[src/rtl/maxpool_seq_pkg.sv]
// ---------------------------------------------------------------------------
// maxpool_seq_pkg
// Shared definitions for the max-pool sequencer:
//   - sequencer state encoding
//   - default widths and the largest legal map dimension
//   - job configuration legality check
// ---------------------------------------------------------------------------
package maxpool_seq_pkg;

    localparam int DATA_WIDTH_DEF = 16;
    localparam int ADDR_WIDTH_DEF = 20;
    localparam int MAX_CH_DEF     = 256;

    // Per-channel counters must hold 416*416 = 173056 pixels.
    localparam int CNT_W = 18;

    localparam logic [8:0] MAX_MAP_DIM = 9'd416;

    typedef enum logic [2:0] {
        S_IDLE    = 3'd0,
        S_CHECK   = 3'd1,
        S_LAUNCH  = 3'd2,
        S_STREAM  = 3'd3,
        S_WAIT    = 3'd4,
        S_NEXT_CH = 3'd5
    } state_t;

    // Width/height must be even and in 2..MAX_MAP_DIM; channels in 1..max_ch.
    function automatic logic cfg_ok(input logic [8:0] w,
                                    input logic [8:0] h,
                                    input logic [8:0] ch,
                                    input logic [8:0] max_ch);
        return !w[0] && !h[0]
            && (w >= 9'd2) && (w <= MAX_MAP_DIM)
            && (h >= 9'd2) && (h <= MAX_MAP_DIM)
            && (ch != 9'd0) && (ch <= max_ch);
    endfunction

endpackage

[src/rtl/maxpool_seq_addr_gen.sv]
// ---------------------------------------------------------------------------
// maxpool_addr_gen
// Address pointer plus per-channel event counter.
//   i_clk, i_rst  : clock, synchronous active-high reset
//   i_load/i_base : start of job; pointer <= base, count <= 0
//   i_clr         : restart the per-channel count (pointer keeps running)
//   i_inc         : one access this cycle; pointer and count advance
//   i_limit       : accesses expected per channel
//   o_ptr         : current address (wraps modulo 2^ADDR_WIDTH)
//   o_term        : count including this cycle's access equals i_limit
// ---------------------------------------------------------------------------
module maxpool_addr_gen #(
    parameter int ADDR_WIDTH = 20,
    parameter int CNT_WIDTH  = 18
) (
    input  logic                  i_clk,
    input  logic                  i_rst,
    input  logic                  i_load,
    input  logic [ADDR_WIDTH-1:0] i_base,
    input  logic                  i_clr,
    input  logic                  i_inc,
    input  logic [CNT_WIDTH-1:0]  i_limit,
    output logic [ADDR_WIDTH-1:0] o_ptr,
    output logic                  o_term
);

    logic [CNT_WIDTH-1:0] cnt;
    logic [CNT_WIDTH-1:0] cnt_inc;

    // Looking one access ahead lets the caller act on the cycle of the last
    // access instead of one cycle later.
    assign cnt_inc = cnt + CNT_WIDTH'(i_inc);
    assign o_term  = (cnt_inc == i_limit);

    always_ff @(posedge i_clk) begin
        if (i_rst) begin
            o_ptr <= '0;
            cnt   <= '0;
        end else if (i_load) begin
            o_ptr <= i_base;
            cnt   <= '0;
        end else begin
            if (i_inc) begin
                o_ptr <= o_ptr + ADDR_WIDTH'(1);
            end
            cnt <= i_clr ? CNT_WIDTH'(i_inc) : cnt_inc;
        end
    end

endmodule

[src/rtl/maxpool_seq.sv]
// ---------------------------------------------------------------------------
// maxpool_seq
// Sequences 2x2 max-pool jobs over a multi-channel feature map: streams each
// channel from source memory into the pooling engine and writes the engine's
// results contiguously to the destination map.
//
// Ports:
//   i_clk, i_rst                  clock, synchronous active-high reset
//   i_start                       one-cycle job request (IDLE only)
//   i_width, i_height, i_channels map geometry, latched on accepted start
//   i_src_base, i_dst_base        map base addresses, latched on start
//   o_rd_en, o_rd_addr, i_rd_data source read port (data one cycle later)
//   o_pool_start, o_pool_data     engine start pulse and pixel stream
//   i_pool_valid/data/done        engine results and channel completion
//   o_wr_en, o_wr_addr, o_wr_data destination write port (same-cycle pass)
//   o_busy, o_done, o_err         job active, completion pulse, error pulse
//
// state     | meaning
// ----------+-------------------------------------------------------------
// S_IDLE    | waiting for i_start
// S_CHECK   | validate latched config, precompute per-channel counts
// S_LAUNCH  | engine start pulse, first read of the channel
// S_STREAM  | one read per cycle until the channel is fully read
// S_WAIT    | wait for engine completion, verify write count
// S_NEXT_CH | finish job or advance to the next channel
// ---------------------------------------------------------------------------
module maxpool_seq
    import maxpool_seq_pkg::*;
#(
    parameter int DATA_WIDTH = DATA_WIDTH_DEF,
    parameter int ADDR_WIDTH = ADDR_WIDTH_DEF,
    parameter int MAX_CH     = MAX_CH_DEF
) (
    input  logic                  i_clk,
    input  logic                  i_rst,
    input  logic                  i_start,
    input  logic [8:0]            i_width,
    input  logic [8:0]            i_height,
    input  logic [8:0]            i_channels,
    input  logic [ADDR_WIDTH-1:0] i_src_base,
    input  logic [ADDR_WIDTH-1:0] i_dst_base,
    output logic                  o_rd_en,
    output logic [ADDR_WIDTH-1:0] o_rd_addr,
    input  logic [DATA_WIDTH-1:0] i_rd_data,
    output logic                  o_pool_start,
    output logic [DATA_WIDTH-1:0] o_pool_data,
    input  logic                  i_pool_valid,
    input  logic [DATA_WIDTH-1:0] i_pool_data,
    input  logic                  i_pool_done,
    output logic                  o_wr_en,
    output logic [ADDR_WIDTH-1:0] o_wr_addr,
    output logic [DATA_WIDTH-1:0] o_wr_data,
    output logic                  o_busy,
    output logic                  o_done,
    output logic                  o_err
);

    localparam logic [8:0] MAX_CH_L = 9'(MAX_CH);

    state_t           state;
    logic [8:0]       width_q;
    logic [8:0]       height_q;
    logic [8:0]       chan_q;
    logic [8:0]       ch_q;
    logic [CNT_W-1:0] npix_q;
    logic [CNT_W-1:0] nwr_q;
    logic             rd_vld_q;

    logic                  accept;
    logic                  ch_clr;
    logic                  wr_en;
    logic                  src_term;
    logic                  dst_term;
    logic [ADDR_WIDTH-1:0] src_ptr;
    logic [ADDR_WIDTH-1:0] dst_ptr;

    assign accept = (state == S_IDLE) && i_start;
    assign ch_clr = (state == S_NEXT_CH);

    // Engine results are written in the cycle they arrive; nothing is
    // written outside a job or in a reset cycle.
    assign wr_en     = i_pool_valid && (state != S_IDLE) && !i_rst;
    assign o_wr_en   = wr_en;
    assign o_wr_addr = dst_ptr;
    assign o_wr_data = wr_en ? i_pool_data : '0;

    assign o_rd_addr = src_ptr;

    // Memory data lands one cycle after the read; rd_vld_q marks exactly
    // those cycles so the stream is zero everywhere else.
    assign o_pool_data = rd_vld_q ? i_rd_data : '0;

    maxpool_addr_gen #(
        .ADDR_WIDTH (ADDR_WIDTH),
        .CNT_WIDTH  (CNT_W)
    ) u_src_gen (
        .i_clk   (i_clk),
        .i_rst   (i_rst),
        .i_load  (accept),
        .i_base  (i_src_base),
        .i_clr   (ch_clr),
        .i_inc   (o_rd_en),
        .i_limit (npix_q),
        .o_ptr   (src_ptr),
        .o_term  (src_term)
    );

    maxpool_addr_gen #(
        .ADDR_WIDTH (ADDR_WIDTH),
        .CNT_WIDTH  (CNT_W)
    ) u_dst_gen (
        .i_clk   (i_clk),
        .i_rst   (i_rst),
        .i_load  (accept),
        .i_base  (i_dst_base),
        .i_clr   (ch_clr),
        .i_inc   (wr_en),
        .i_limit (nwr_q),
        .o_ptr   (dst_ptr),
        .o_term  (dst_term)
    );

    always_ff @(posedge i_clk) begin
        if (i_rst) begin
            state        <= S_IDLE;
            width_q      <= '0;
            height_q     <= '0;
            chan_q       <= '0;
            ch_q         <= '0;
            npix_q       <= '0;
            nwr_q        <= '0;
            rd_vld_q     <= 1'b0;
            o_rd_en      <= 1'b0;
            o_pool_start <= 1'b0;
            o_busy       <= 1'b0;
            o_done       <= 1'b0;
            o_err        <= 1'b0;
        end else begin
            o_pool_start <= 1'b0;
            o_done       <= 1'b0;
            o_err        <= 1'b0;
            rd_vld_q     <= o_rd_en;

            case (state)
                S_IDLE: begin
                    if (i_start) begin
                        width_q  <= i_width;
                        height_q <= i_height;
                        chan_q   <= i_channels;
                        o_busy   <= 1'b1;
                        state    <= S_CHECK;
                    end
                end

                S_CHECK: begin
                    npix_q <= CNT_W'(width_q) * CNT_W'(height_q);
                    nwr_q  <= CNT_W'(width_q[8:1]) * CNT_W'(height_q[8:1]);
                    ch_q   <= '0;
                    if (!cfg_ok(width_q, height_q, chan_q, MAX_CH_L)) begin
                        o_err  <= 1'b1;
                        o_busy <= 1'b0;
                        state  <= S_IDLE;
                    end else begin
                        o_pool_start <= 1'b1;
                        o_rd_en      <= 1'b1;
                        state        <= S_LAUNCH;
                    end
                end

                // A channel has at least 4 pixels, so the launch read is
                // never the last one.
                S_LAUNCH: begin
                    state <= S_STREAM;
                end

                S_STREAM: begin
                    if (src_term) begin
                        o_rd_en <= 1'b0;
                        state   <= S_WAIT;
                    end
                end

                // dst_term already counts a write arriving with done.
                S_WAIT: begin
                    if (i_pool_done) begin
                        if (!dst_term) begin
                            o_err <= 1'b1;
                        end
                        state <= S_NEXT_CH;
                    end
                end

                S_NEXT_CH: begin
                    if (ch_q == chan_q - 9'd1) begin
                        o_done <= 1'b1;
                        o_busy <= 1'b0;
                        state  <= S_IDLE;
                    end else begin
                        ch_q         <= ch_q + 9'd1;
                        o_pool_start <= 1'b1;
                        o_rd_en      <= 1'b1;
                        state        <= S_LAUNCH;
                    end
                end

                default: begin
                    o_rd_en <= 1'b0;
                    o_busy  <= 1'b0;
                    state   <= S_IDLE;
                end
            endcase
        end
    end

endmodule
[config.mk]
export PLATFORM = sky130hd
export DESIGN_NAME = maxpool_seq
export DESIGN_NICKNAME = d
export VERILOG_FILES = /design/src/rtl/maxpool_seq_pkg.sv /design/src/rtl/maxpool_seq_addr_gen.sv /design/src/rtl/maxpool_seq.sv
export SDC_FILE = /design/constraint.sdc
export NUM_CORES = 1
export LEC_CHECK = 0
export ABC_CLOCK_PERIOD_IN_PS = 4900
export CAP_MARGIN = 25
export CORE_MARGIN = 2
export CORE_UTILIZATION = 30
export DETAILED_ROUTE_END_ITERATION = 16
export PLACE_DENSITY = 0.51
export SLEW_MARGIN = 10
export SYNTH_ARGS = -nofsm -noshare
export SYNTH_HDL_FRONTEND = slang
export SYNTH_HIERARCHICAL = 1
export SYNTH_SLANG_ARGS = --single-unit
[constraint.sdc]
create_clock -name i_clk -period 4.9 [get_ports i_clk]
set_clock_uncertainty 0.1 [all_clocks]
set_input_delay 0.98 -clock i_clk [delete_from_list [all_inputs] [get_ports i_clk]]
set_output_delay 0.98 -clock i_clk [all_outputs]
set_load 0.01 [all_outputs]
==> metrics.md, run 1 <==
| Metric | Value |
|---|---|
| Site Rows | 72 |
| Register area share after synthesis | 26.5% |
| Most frequent CP cell | inv_1 |
| CTS Buf Count | 17 |
| CTS tree | done |
| Post-CTS Setup Inserts | 0 |
| Initial DRT Pass Iterations | 5 |
| Total power | 3350 uW |
| Post-synthesis mux area share | 2.84% |
| Share of flip-flops with an asynchronous set or reset | 0% |
| CTS Hold Buffers Added | 0 |
| Synthesized netlist cell count | 1,411 |
| Max-cap viol count | 0 |
| Vias per cell | 4.69 |
| Root Driver | clkbuf_16 |
| DRC violations left | 0 |
| Largest family of logic cells by synthesized area | simple AND/OR/NAND/NOR gates |
| Clock sink total | 155 |
| Post-Syn Area | 11,700 um^2 |
| Most frequent cells in the layout | 180 x clkdlybuf4s50_1, 163 x nand2_1, 145 x dfxtp_1 |
| Worst setup SP type | flop |
| Clock-pin slew on the worst setup and hold paths | 0.07 ns |
| Synth area leaders | dfxtp_1 26%, fa_1 11%, ha_1 7.5% |
| Final period util | 94.7% |
| Via count of the first global-routing pass | 9,820 |
| Initial DRC count | 438 |
| Worst VDD drop | 0.174 mV |
| Number of synthesized flops with an enable pin | 0 |
| Pins Over Slew Limit | 0 |
| Drt wl/cell | 15.6 um |
| Compound-gate portion of the synthesized area | 10.9% |
| Synth-to-Final Area Change | 25.1% |
| CP peak stage delay | 0.52 ns |
| First-pass GRT wire length | 53.1 mm |
| Hpwl dp | 25.8 mm |
| Worst-path cell with the longest stage delay | fa_1 |
| Setup CP Type | reg2reg |
| Crit Path Max Fanout | 6 |
| Post-Route WL | 32.8 mm |
| Die W | 202 um |
| Global route overflow | 0 |
| Power Density | 228 nW/um^2 |
| Top-level I/O count | 182 |
| Post-synthesis simple-gate area fraction | 24.7% |
| Initial Util | 30.4% |
| Dominant synthesized flop cell | dfxtp_1 |
| Final setup viols | 0 |
| Gr usage total | 16.3% |
| #FFs+latches synth | 155 |
| Post_cts resized | 0 |
| Most common cell after layout, fill and taps aside | clkdlybuf4s50_1 |
| Largest net degree at the start of global routing | 73 |
| Fin Hold WS | 0.394 ns |
| Worst slew pin tran | 0.880 ns |
| Warnings, synthesis | 6 |
| Fin. Hold Viols | 0 |
| Synth Area in Adders | 18.4% |
| Setup crit end kind | flop |
| Max transition margin | 41.2% |
| Distinct cell type count after synthesis | 91 |
| Area leader, netlist | dfxtp_1 |
| Nets@finish | 1,809 |
| H-Tree Level Count | 4 |
| RSZ-0062 raised after global routing | no |
| Worst hold-check path type | reg2reg |
| Crit path cell chain | and2_1, inv_1, fa_1, inv_1, fa_1, ha_1, inv_1, fa_1, inv_1, ha_1, nor2b_1, o21a_1, o21ai_1, a21oi_1, o31a_1, or3_1, a32o_1 |
| Post-route minimum period | 4.64 ns |
| Leak | 0.00611 uW |
| Clock Tree Buf Depth | 2 |
| Die ar. | 40,600 um^2 |
| Vias | 9,838 |
| Outcome | finished clean |
| Setup TNS | 0 ns |
| Fmax | 215 MHz |
| Antenna viol nets, final | 0 |
| Core ar. | 38,600 um^2 |
| PortBufs | 181 |
| Worst-Skew Late Latency | 0.43 ns |
| Syn Area/Cell | 8.30 um^2 |
| Area fraction of the dominant cell type after synthesis | 26.5% |
| Diodes inserted | 0 |
| Worst path arrival time | 4.86 ns |
| Initial antenna violation count | 1 |
| Worst endpoint required time | 5.12 ns |
| Fraction of layout cells with a size suffix above 1 | 6.33% |
| Synth Area in XOR/XNOR | 9.72% |
| Die Y | 202 um |
| Final GP Congestion | 0.809 |
| Fillers | 4,000 |
-- final timing paths --
kind / startpoint / endpoint / slack (ns) / depth (start not counted)
worst max-delay path: width_q[4] / npix_q[14] / 0.26 / 17
worst min-delay path: npix_q[9] / npix_q[9] / 0.39 / 2
worst min register to register: npix_q[9] / npix_q[9] / 0.39 / 2
worst max register to register: width_q[4] / npix_q[14] / 0.26 / 17
-- metrics by stage --
stage	cells	worst slack [ns]	cell area [um^2]	utilization, %
finish	2098	0.258	14700	38.0
global route	2098	0.0442	14700	38.0
global placement	2070	0.271	14100	36.6
CTS	2098	0.188	14600	38.0
floorplan	1413	0.305	11700	-
detailed placement	2070	0.199	14100	36.6
-- synthesized netlist by cell type (33+ instances only) --
cell type    n
a21oi_1     71
and2_1      89
clkbuf_1    52
dfxtp_1    155
fa_1        64
ha_1        70
inv_1      141
nand2_1    163
nand3_1     33
nor2_1     119
xnor2_1     74
xor2_1      56
-- layer usage --
metal | global-route usage [%] | part of all wire, % | routed length (um)
met5 | 0 | 0.040 | 13
met2 | 27.5 | 48 | 15700
met3 | 2.95 | 2.9 | 958
met4 | 4.70 | 1.8 | 597
met1 | 21.3 | 47 | 15500
-- critical path: cells and delay by family, from the launching register on --
kind / cells / cell delay [ns]
adder cells (fa/ha/maj): 5 / 2.11
buffers and inverters: 4 / 0.22
flip-flops: 1 / 0.43
AND/OR/NAND/NOR: 3 / 0.66
AO/OA/AOI/OAI: 5 / 1.00
-- report_power, final --
group / switching, uW / internal, uW
combinational: 343 / 330
clock: 534 / 737
sequential: 85.0 / 1320
total: 962 / 2390
-- cell families (layout without fill, tap and decap cells) --
logic type / Yosys count / count (layout)
simple gates: 557 / 557
buf+inv: 209 / 376
compound gates: 192 / 192
flops: 155 / 155
fa+ha+maj: 134 / 134
xor+xnor: 130 / 130
mux: 33 / 33
other cells: 1 / 3
-- registers in the layout (all words and copies together), names as in the netlist --
register / count
u_dst_gen/cnt: 18
u_src_gen/cnt: 18
o_rd_en: 1
o_err: 1
npix_q: 18
rd_vld_q: 1
nwr_q: 16
o_done: 1
width_q: 9
height_q: 9
state: 3
u_dst_gen/o_ptr: 20
o_pool_start: 1
u_src_gen/o_ptr: 20
ch_q: 9
o_busy: 1
chan_q: 9
-- layout make-up --
type	instances	area, um^2	area share [%]
multi-input combinational	1049	7830	53.4
sequential	155	3120	21.3
clock buffer	20	437	2.98
tap	518	648	4.42
timing repair buffer	205	1990	13.6
inverter	143	538	3.67
clock inverter	8	100	0.683
No activity file was read; power rests on OpenSTA's default activity.
==> run 2: changes to the inputs <==
--- a/config.mk
+++ b/config.mk
@@ -10,7 +10,7 @@
 export CORE_MARGIN = 2
 export CORE_UTILIZATION = 30
 export DETAILED_ROUTE_END_ITERATION = 16
-export PLACE_DENSITY = 0.51
+export PLACE_DENSITY = 0.59
 export SLEW_MARGIN = 10
 export SYNTH_ARGS = -nofsm -noshare
 export SYNTH_HDL_FRONTEND = slang
==> run 2 against run 1 <==
Register-to-register slack improved by 0.02 ns; clock power rose by 7%; setup slack improved by 0.019 ns; via count rose by 0.86%; flip-flop and latch count did not move; combinational power fell by 0.9%; fmax rose by 0.40%; design area rose by 0.33%; critical path depth fell by 1; worst hold slack got worse by 0.0067 ns; routed wire length fell by 3.3%; critical path type unchanged; largest power group unchanged.
==> metrics.md, run 2 (same netlist as run 1, synthesis figures left out) <==
| Metric | Value |
|---|---|
| Die W | 202 um (unchanged) |
| Vias | 9,923 (+0.86%) |
| Post-route cell area | 14,700 um^2 (+0.33%) |
| Most frequent cells in the layout | 180 x clkdlybuf4s50_1, 163 x nand2_1, 143 x dfxtp_1 |
| Die Y | 202 um (unchanged) |
| Max transition margin | 50.0% (+8.8 points) |
| Top-level I/O count | 182 (unchanged) |
| CTS Buf Count | 17 (unchanged) |
| H-Tree Level Count | 4 (unchanged) |
| Initial Util | 30.4% (unchanged) |
| Fillers | 4,049 (+1.2%) |
| First-pass GRT wire length | 51.0 mm (-4.0%) |
| Grt met3 use | 2.56% (-0.39 points) |
| Most common cell after layout, fill and taps aside | clkdlybuf4s50_1 |
| CTS tree | done |
| Leak | 0.00612 uW (+0.27%) |
| Worst hold-check path type | reg2reg |
| Setup TNS | 0 ns (unchanged) |
| Post-route minimum period | 4.62 ns (-0.0187 ns) |
| Clock sink total | 155 (unchanged) |
| Gr usage total | 15.6% (-0.72 points) |
| Worst-Skew Late Latency | 0.43 ns (about the same) |
| Worst slew pin tran | 0.750 ns (-0.130 ns) |
| Fin cells | 2,100 (+0.095%) |
| Worst path arrival time | 4.84 ns (-0.02 ns) |
| Initial DRC count | 614 (+40%) |
| Initial DRT Pass Iterations | 8 (+3) |
| RSZ-0062 raised after global routing | no |
| Global route overflow | 0 (unchanged) |
| Final GP Congestion | 0.938 (+16%) |
| Fin Hold WS | 0.387 ns (-0.00666 ns) |
| Initial antenna violation count | 0 (-1) |
| Multi-input logic area | 7830 um^2 (about the same) |
| Busiest grt layer | met2 |
| Diodes inserted | 0 (unchanged) |
| Max-cap viol count | 0 (unchanged) |
| DRC violations left | 0 (unchanged) |
| FF/Latch Area | 3120 um^2 (about the same) |
| Final period util | 94.4% (-0.38 points) |
| Setup CP Type | reg2reg |
| Nets@finish | 1,808 (-0.055%) |
| Clock-pin slew on the worst setup and hold paths | 0.06 ns (about the same) |
| Outcome | finished clean |
| Power Density | 234 nW/um^2 (+2.2%) |
| Site Rows | 72 (unchanged) |
| CTS Hold Buffers Added | 0 (unchanged) |
| Setup crit end kind | flop |
| Clock Tree Buf Depth | 2 (unchanged) |
| Drt wl/cell | 15.1 um (-3.4%) |
| Met2 Track Usage GR | 26.8% (-0.71 points) |
| Worst endpoint required time | 5.12 ns (about the same) |
| Met1 usage | 20.4% (-0.95 points) |
| Largest net degree at the start of global routing | 51 (-30%) |
| Hpwl dp | 25.1 mm (-2.7%) |
| Pins Over Slew Limit | 0 (unchanged) |
| Fraction of layout cells with a size suffix above 1 | 6.64% (+0.31 points) |
| Via count of the first global-routing pass | 9,655 (-1.7%) |
| Biggest regs | u_dst_gen/o_ptr x20, u_src_gen/o_ptr x20 |
| Core ar. | 38,600 um^2 (unchanged) |
| Synth-to-Final Area Change | 25.6% |
| Crit Path Max Fanout | 7 (+1) |
| Die ar. | 40,600 um^2 (unchanged) |
| Fin. Hold Viols | 0 (unchanged) |
| Worst setup SP type | flop |
| Antenna viol nets, final | 0 (unchanged) |
| Root Driver | clkbuf_16 |
| Fmax | 216 MHz (+0.40%) |
| Post-Route WL | 31.7 mm (-3.3%) |
| Final setup viols | 0 (unchanged) |
| Cells after DPL | 2,069 (-0.048%) |
| Dpl cell area | 14,100 um^2 (about the same) |
| Vias per cell | 4.73 (+0.77%) |
| Worst VDD drop | 0.182 mV (+4.6%) |
| PortBufs | 181 (unchanged) |
run 2: repair_timing:
item / CTS / global route
setup endpoints to repair: 0 / 5
resized for setup: 0 / 14
buffers inserted: 0 / 0
run 2: path summary, 6_finish.rpt:
| kind | slack, ns | cells past startpoint | endpoint | startpoint |
|---|---|---|---|---|
| hold / removal | 0.39 | 2 | npix_q[9] | npix_q[9] |
| setup / recovery | 0.28 | 16 | npix_q[14] | height_q[7] |
| setup reg to reg | 0.28 | 16 | npix_q[14] | height_q[7] |
| hold reg to reg | 0.39 | 2 | npix_q[9] | npix_q[9] |
run 2: area by class of cell:
type / count / share of cell area (%)
clock buffers: 21 / 3.06
multi-input cells: 1049 / 53.2
flip-flops and latches: 155 / 21.2
clock inverters: 10 / 0.961
repair buffers: 204 / 13.5
well taps: 518 / 4.41
inverters: 143 / 3.66
run 2: worst max-delay path: stages, from the launching register on:
cell and delay (ns):
dfxtp_1 0.46, nand2_1 0.12, fa_1 0.56, xor2_1 0.20, ha_1 0.31, fa_1 0.54, inv_1 0.05, fa_1 0.53
inv_1 0.05, ha_1 0.34, o21ai_0 0.16, nand2b_1 0.09, nand2_1 0.09, a21oi_1 0.07, o31a_1 0.30, or3_1 0.31
a32o_1 0.25
run 2: metal layers:
| metal | wire, um | part of all wire (%) | up-vias |
|---|---|---|---|
| met1 | 14600 | 46 | 4747 |
| li1 | - | - | 4982 |
| met5 | 0 | 0 | - |
| met3 | 1010 | 3.2 | 33 |
| met2 | 15600 | 49 | 161 |
| met4 | 460 | 1.5 | 0 |
run 2: metrics by stage:
step           utilization, %  setup WS [ns]  total power (uW)
4_1_cts                  38.1          0.102              3470
3_3_place_gp             36.6          0.190              2100
2_1_floorplan               -          0.305              1800
3_5_place_dp             36.6          0.113              2100
5_1_grt                  38.1         0.0268              3600
6_report                 38.1          0.276              3440
run 2: where the power goes:
part | leakage [uW] | internal [uW] | switching (uW)
clock | 0.000284 | 814 | 548
combinational | 0.00457 | 329 | 339
sequential | 0.00127 | 1320 | 86.3
